==> src/rtl/mul32_sched_pkg.sv <==
// Shared types and widths for the mul32 request scheduler.
`timescale 1ns/1ps
package mul32_sched_pkg;

    localparam int unsigned MUL_W  = 32;
    localparam int unsigned PROD_W = 64;

    typedef enum logic [2:0] {
        IDLE,
        ISSUE,
        GUARD,
        BUSY,
        RESP
    } state_e;

endpackage

==> src/rtl/mul32_sched_rr_arbiter.sv <==
// Combinational round-robin arbiter: scans from last+1 upward (mod N), first set bit wins.
`timescale 1ns/1ps
module rr_arbiter #(
    parameter int unsigned N   = 2,
    parameter int unsigned IDW = (N > 1) ? $clog2(N) : 1
) (
    input  logic [N-1:0]   req,
    input  logic [IDW-1:0] last,
    output logic [N-1:0]   gnt,
    output logic [IDW-1:0] gnt_idx,
    output logic           any
);

    always_comb begin
        int unsigned idx;
        gnt     = '0;
        gnt_idx = '0;
        any     = 1'b0;
        idx     = 0;
        for (int unsigned k = 1; k <= N; k++) begin
            idx = (int'(last) + k) % N;
            if (!any && req[idx]) begin
                any      = 1'b1;
                gnt[idx] = 1'b1;
                gnt_idx  = IDW'(idx);
            end
        end
    end

endmodule

==> src/rtl/mul32_sched.sv <==
// Round-robin scheduler sharing one mul32 datapath among N_REQ requesters,
// with operand latching, stale-done masking and a BUSY timeout.
`timescale 1ns/1ps
module mul32_sched
    import mul32_sched_pkg::*;
#(
    parameter int unsigned N_REQ   = 2,
    parameter int unsigned TIMEOUT = 64,
    localparam int unsigned IDW    = (N_REQ > 1) ? $clog2(N_REQ) : 1,
    localparam int unsigned TW     = $clog2(TIMEOUT + 1)
) (
    input  logic                   sys_clk,
    input  logic                   wb_rst_i,
    input  logic [N_REQ-1:0]       req_valid,
    output logic [N_REQ-1:0]       req_ready,
    input  logic [MUL_W*N_REQ-1:0] req_mc,
    input  logic [MUL_W*N_REQ-1:0] req_mp,
    output logic [N_REQ-1:0]       rsp_valid,
    output logic [PROD_W-1:0]      rsp_p,
    output logic                   rsp_err,
    output logic                   mul_start,
    output logic [MUL_W-1:0]       mul_mc,
    output logic [MUL_W-1:0]       mul_mp,
    input  logic [PROD_W-1:0]      mul_p,
    input  logic                   mul_done,
    output logic                   busy,
    output logic [IDW-1:0]         grant_id
);

    state_e              state_q, state_d;
    logic [IDW-1:0]      last_q;
    logic [IDW-1:0]      grant_id_q;
    logic [MUL_W-1:0]    mc_q, mp_q;
    logic                start_q;
    logic [TW-1:0]       tcnt_q;
    logic [PROD_W-1:0]   rsp_p_q;
    logic                rsp_err_q;
    logic [N_REQ-1:0]    rsp_valid_q;

    logic [N_REQ-1:0]    arb_gnt;
    logic [IDW-1:0]      arb_idx;
    logic                arb_any;
    logic                accept;
    logic                timeout;

    rr_arbiter #(
        .N   (N_REQ),
        .IDW (IDW)
    ) u_arb (
        .req     (req_valid),
        .last    (last_q),
        .gnt     (arb_gnt),
        .gnt_idx (arb_idx),
        .any     (arb_any)
    );

    always_comb begin
        state_d   = state_q;
        req_ready = '0;
        accept    = 1'b0;
        timeout   = (tcnt_q == TW'(TIMEOUT - 1));
        unique case (state_q)
            IDLE: begin
                if (arb_any) begin
                    req_ready = arb_gnt;
                    accept    = 1'b1;
                    state_d   = ISSUE;
                end
            end
            ISSUE: state_d = GUARD;
            // done is deliberately ignored here: it may still be high from the previous op
            GUARD: state_d = BUSY;
            BUSY: begin
                if (mul_done || timeout) begin
                    state_d = RESP;
                end
            end
            RESP:    state_d = IDLE;
            default: state_d = IDLE;
        endcase
    end

    always_ff @(posedge sys_clk or posedge wb_rst_i) begin
        if (wb_rst_i) begin
            state_q     <= IDLE;
            last_q      <= IDW'(N_REQ - 1);
            grant_id_q  <= '0;
            mc_q        <= '0;
            mp_q        <= '0;
            start_q     <= 1'b0;
            tcnt_q      <= '0;
            rsp_p_q     <= '0;
            rsp_err_q   <= 1'b0;
            rsp_valid_q <= '0;
        end else begin
            state_q     <= state_d;
            start_q     <= accept;
            rsp_valid_q <= '0;
            if (accept) begin
                mc_q       <= req_mc[arb_idx*MUL_W +: MUL_W];
                mp_q       <= req_mp[arb_idx*MUL_W +: MUL_W];
                grant_id_q <= arb_idx;
                last_q     <= arb_idx;
            end
            if (state_q == GUARD) begin
                tcnt_q <= '0;
            end else if (state_q == BUSY) begin
                tcnt_q <= tcnt_q + TW'(1);
            end
            if (state_q == BUSY) begin
                if (mul_done) begin
                    rsp_p_q   <= mul_p;
                    rsp_err_q <= 1'b0;
                end else if (timeout) begin
                    rsp_p_q   <= '0;
                    rsp_err_q <= 1'b1;
                end
            end
            if (state_d == RESP) begin
                rsp_valid_q <= N_REQ'(1) << grant_id_q;
            end
        end
    end

    assign rsp_valid = rsp_valid_q;
    assign rsp_p     = rsp_p_q;
    assign rsp_err   = rsp_err_q;
    assign mul_start = start_q;
    assign mul_mc    = mc_q;
    assign mul_mp    = mp_q;
    assign busy      = (state_q != IDLE);
    assign grant_id  = grant_id_q;

endmodule

==> config.mk <==
export PLATFORM = sky130hd
export DESIGN_NAME = mul32_sched
export DESIGN_NICKNAME = d
export VERILOG_FILES = /design/src/rtl/mul32_sched_pkg.sv /design/src/rtl/mul32_sched_rr_arbiter.sv /design/src/rtl/mul32_sched.sv
export SDC_FILE = /design/constraint.sdc
export NUM_CORES = 1
export LEC_CHECK = 0
export ABC_AREA = 1
export BUFFER_PORTS_ARGS = -buffer_cell sky130_fd_sc_hd__buf_2
export CAP_MARGIN = 5
export CORE_UTILIZATION = 30
export CTS_CLUSTER_SIZE = 28
export DETAILED_ROUTE_END_ITERATION = 10
export GPL_ROUTABILITY_DRIVEN = 0
export PLACE_DENSITY = 0.55
export SYNTH_ARGS = -nofsm -noshare
export SYNTH_HDL_FRONTEND = slang
export SYNTH_SLANG_ARGS = --single-unit
==> constraint.sdc <==
create_clock -name sys_clk -period 5 [get_ports sys_clk]
set_input_delay 0 -clock sys_clk [delete_from_list [all_inputs] [get_ports sys_clk]]
set_output_delay 0 -clock sys_clk [all_outputs]
set_load 0.02 [all_outputs]
==> run summary <==
Slew headroom: 25.6%
I/O pins: 333
Yosys reg bits: 144
First-pass GRT wire length: 37,200 um
Met2 wire len: 10,500 um
RSZ-0062 raised after global routing: no
Lkg Pwr: 6.02 nW
Drt drc: 0
Port Buf Inserts: 332
Comb pwr share: 47.1%
Seq/Total Area, Yosys: 52.2%
Die Ht: 154 um
Setup Buffers After CTS: 0
Num Clock Sinks: 144
HPWL after detailed placement: 13,500 um
Pwr Density: 547 nW/um2
Die Width: 154 um
Max frequency: 0.400 GHz
Post-Syn Area: 6900 um2
Outcome: completed
DR WL/cell: 13.7 um
Flop pwr share: 32.8%
Met1 WL: 9950 um
Max-Cap Viols: 0
Cts repair resizes: 0
Worst Path Arrival: 2.79 ns
Largest net degree at the start of global routing: 91
Initial core utilization: 30.6%
Final min period: 2.50 ns
Max VDD drop: 0.228 mV
DR iter-0 viols: 507
Grt ovf: 0
Layout cell share with drive strength beyond 1: 28.2%
Clk pwr share: 20.1%
Final Hold Fails: 0
Syn Nets: 1,053
Layout area overhead: 61.3%
Total Routing Usage GR: 19.5%
Cell variety after synth: 20
DR vias: 7,414
Slew Limit Fails: 0
Worst Path Buf+Inv: 3
Post-Route Skew: 0.00979 ns
Worst EP required: 5.30 ns
Cts bufs inserted: 17
Total Power: 6.08 mW
Clock transition at the registers of the reported paths: 0.07 ns
Psw: 2.64 mW
Critical-path cell list: inv_2 -> nand3_1 -> nor2_4 -> buf_4 -> inv_2 -> nand3_1 -> nand2_1
YS warnings: 0
Detailed Routing Iterations Pass 1: 5
NumNets Final: 1,551
Longest Clk Path Bufs: 2
Net Sw Frac: 43.4%
Vias per cell: 4.49
Syn Inst Count: 855
Family with the most delay on the worst path: buffers and inverters
Routed WL: 22,700 um
Final setup viols: 0
Die area: 23,600 um2
CP endpoint kind: flip-flop
FP Rows: 55
Internal Pwr Total: 3.44 mW
Worst-path maximum fanout: 66
Startpoint types: flip-flop
Core Area: 22,600 um2
Clk_lat worst skew: 0.42 ns
CP max-delay cell: inv_2
Setup TNS: 0 ns
Number of H-tree levels: 4
Tightest Pin Transition: 1.11 ns
Fin crit share: 50.0%
Hold Path Class: primary input to flip-flop
Vias in the first global route: 7,717
CTS root buffer: clkbuf_16
Post-synthesis area per instance: 8.07 um2
Worst path max stage delay: 0.63 ns
Highest routing layer actually used: met5
Met3 WL post-DR: 1720 um
Final ANT Viol Nets: 0
Initial antenna violation count: 2
CTS tree: yes
WS Path Type: flip-flop to flip-flop
timing repair:
item                                    CTS  global route
endpoints found under the setup margin    0             0
hold endpoints to repair                220             0
hold buffers                            194             0
worst min-delay path, stage by stage:
cell     delay [ns]
buf_2          0.09
nor2_1         0.06
nor2_4         0.11
inv_2          0.10
nand3_1        0.10
state kept, by name (all words and copies together) (netlist names):
signal and cells:
mul_mc 32, rsp_valid 2, rsp_err 1, tcnt_q 7
state_q 3, last_q 1, rsp_p 64, mul_mp 32
mul_start 1, grant_id 1
metrics by stage:
stage               util, %  hold slack [ns]  std cells  instance area, um2  setup slack (ns)
floorplan                 -            0.117        855                6900              1.14
global placement       38.3            0.201       1425                8640              2.57
detailed placement     38.3            0.207       1425                8640              2.54
CTS                    49.3           0.0978       1651               11100              2.53
global route           49.3            0.158       1652               11100              2.33
finish                 49.3           0.0975       1652               11100              2.50
cells by family after synthesis:
group	count (synthesis)	share of synthesized area, %
AO/OA/AOI/OAI	9	0.707
adder cells (fa/ha/maj)	1	0.181
AND/OR/NAND/NOR	562	37.1
buffers and inverters	139	9.77
flip-flops	144	52.2
power groups by stage:
stage	logic [mW]	clock network, mW	registers, mW
3_5_place_dp	2.60	0	1.99
5_1_grt	3.18	1.31	2.07
3_3_place_gp	2.56	0	2.00
6_report	2.87	1.22	2.00
2_1_floorplan	1.09	0	2.63
4_1_cts	2.88	1.26	1.99
final timing paths:
path                       slack (ns)  cells past startpoint            to    startpoint
max in group asynchronous        3.46                      4     rsp_p[26]      wb_rst_i
hold reg to reg                  0.46                      1  rsp_valid[0]      grant_id
setup reg to reg                 2.50                      7     rsp_p[17]    state_q[2]
min in group asynchronous        0.32                      3     rsp_p[39]      wb_rst_i
hold / removal                    0.1                      5    state_q[0]  req_valid[0]
setup / recovery                 2.50                      7     rsp_p[17]    state_q[2]
routing by layer:
metal | global-route usage (%) | vias to the layer above
met2 | 33.1 | 320
met1 | 23.8 | 3388
met3 | 4.90 | 31
met4 | 7.29 | 2
li1 | - | 3673
met5 | 0 | -
cell usage in the layout, fill, tap and decap left out, types with 3 or more instances in the layout:
cell           Yosys  final
clkinvlp_4         0      3
nand3_1          139    139
o21ai_0            6      6
dfrtp_1          143    143
nor2_4             2      3
buf_4              8      8
dlygate4sd3_1      0    194
inv_1             81     80
clkbuf_16          0     17
inv_2              3      3
nand2_1          343    340
buf_2             26    332
nand3b_1          64     64
nand2_2            0      3
inv_6              0      7
nor2_1             9      9
area by class of cell:
| cell class | count | area, um2 |
|---|---|---|
| Clock buffer | 18 | 429 |
| Multi-Input combinational cell | 572 | 2630 |
| Fill cell | 2186 | 11400 |
| Inverter | 84 | 320 |
| Antenna cell | 1 | 2.50 |
| Clock inverter | 14 | 120 |
| Timing Repair Buffer | 534 | 3660 |
| Sequential cell | 144 | 3600 |
| Tap cell | 285 | 357 |
synthesized netlist by cell type:
library cell | number | area [um2]
nand3_1 | 139 | 696
inv_2 | 3 | 11.3
buf_4 | 8 | 60.1
inv_1 | 81 | 304
nand2_1 | 343 | 1290
dfstp_2 | 1 | 26.3
buf_2 | 26 | 130
o21ai_0 | 6 | 30.0
nor2_4 | 2 | 22.5
nor2_1 | 9 | 33.8
nor3b_1 | 1 | 7.51
ha_1 | 1 | 12.5
a22o_1 | 1 | 8.76
nand3b_1 | 64 | 480
a21oi_1 | 2 | 10.0
nand3_2 | 2 | 20.0
dfrtp_1 | 143 | 3580
buf_6 | 12 | 135
nor2_2 | 2 | 12.5
clkbuf_1 | 9 | 33.8
No activity file was read; power rests on OpenSTA's default activity.
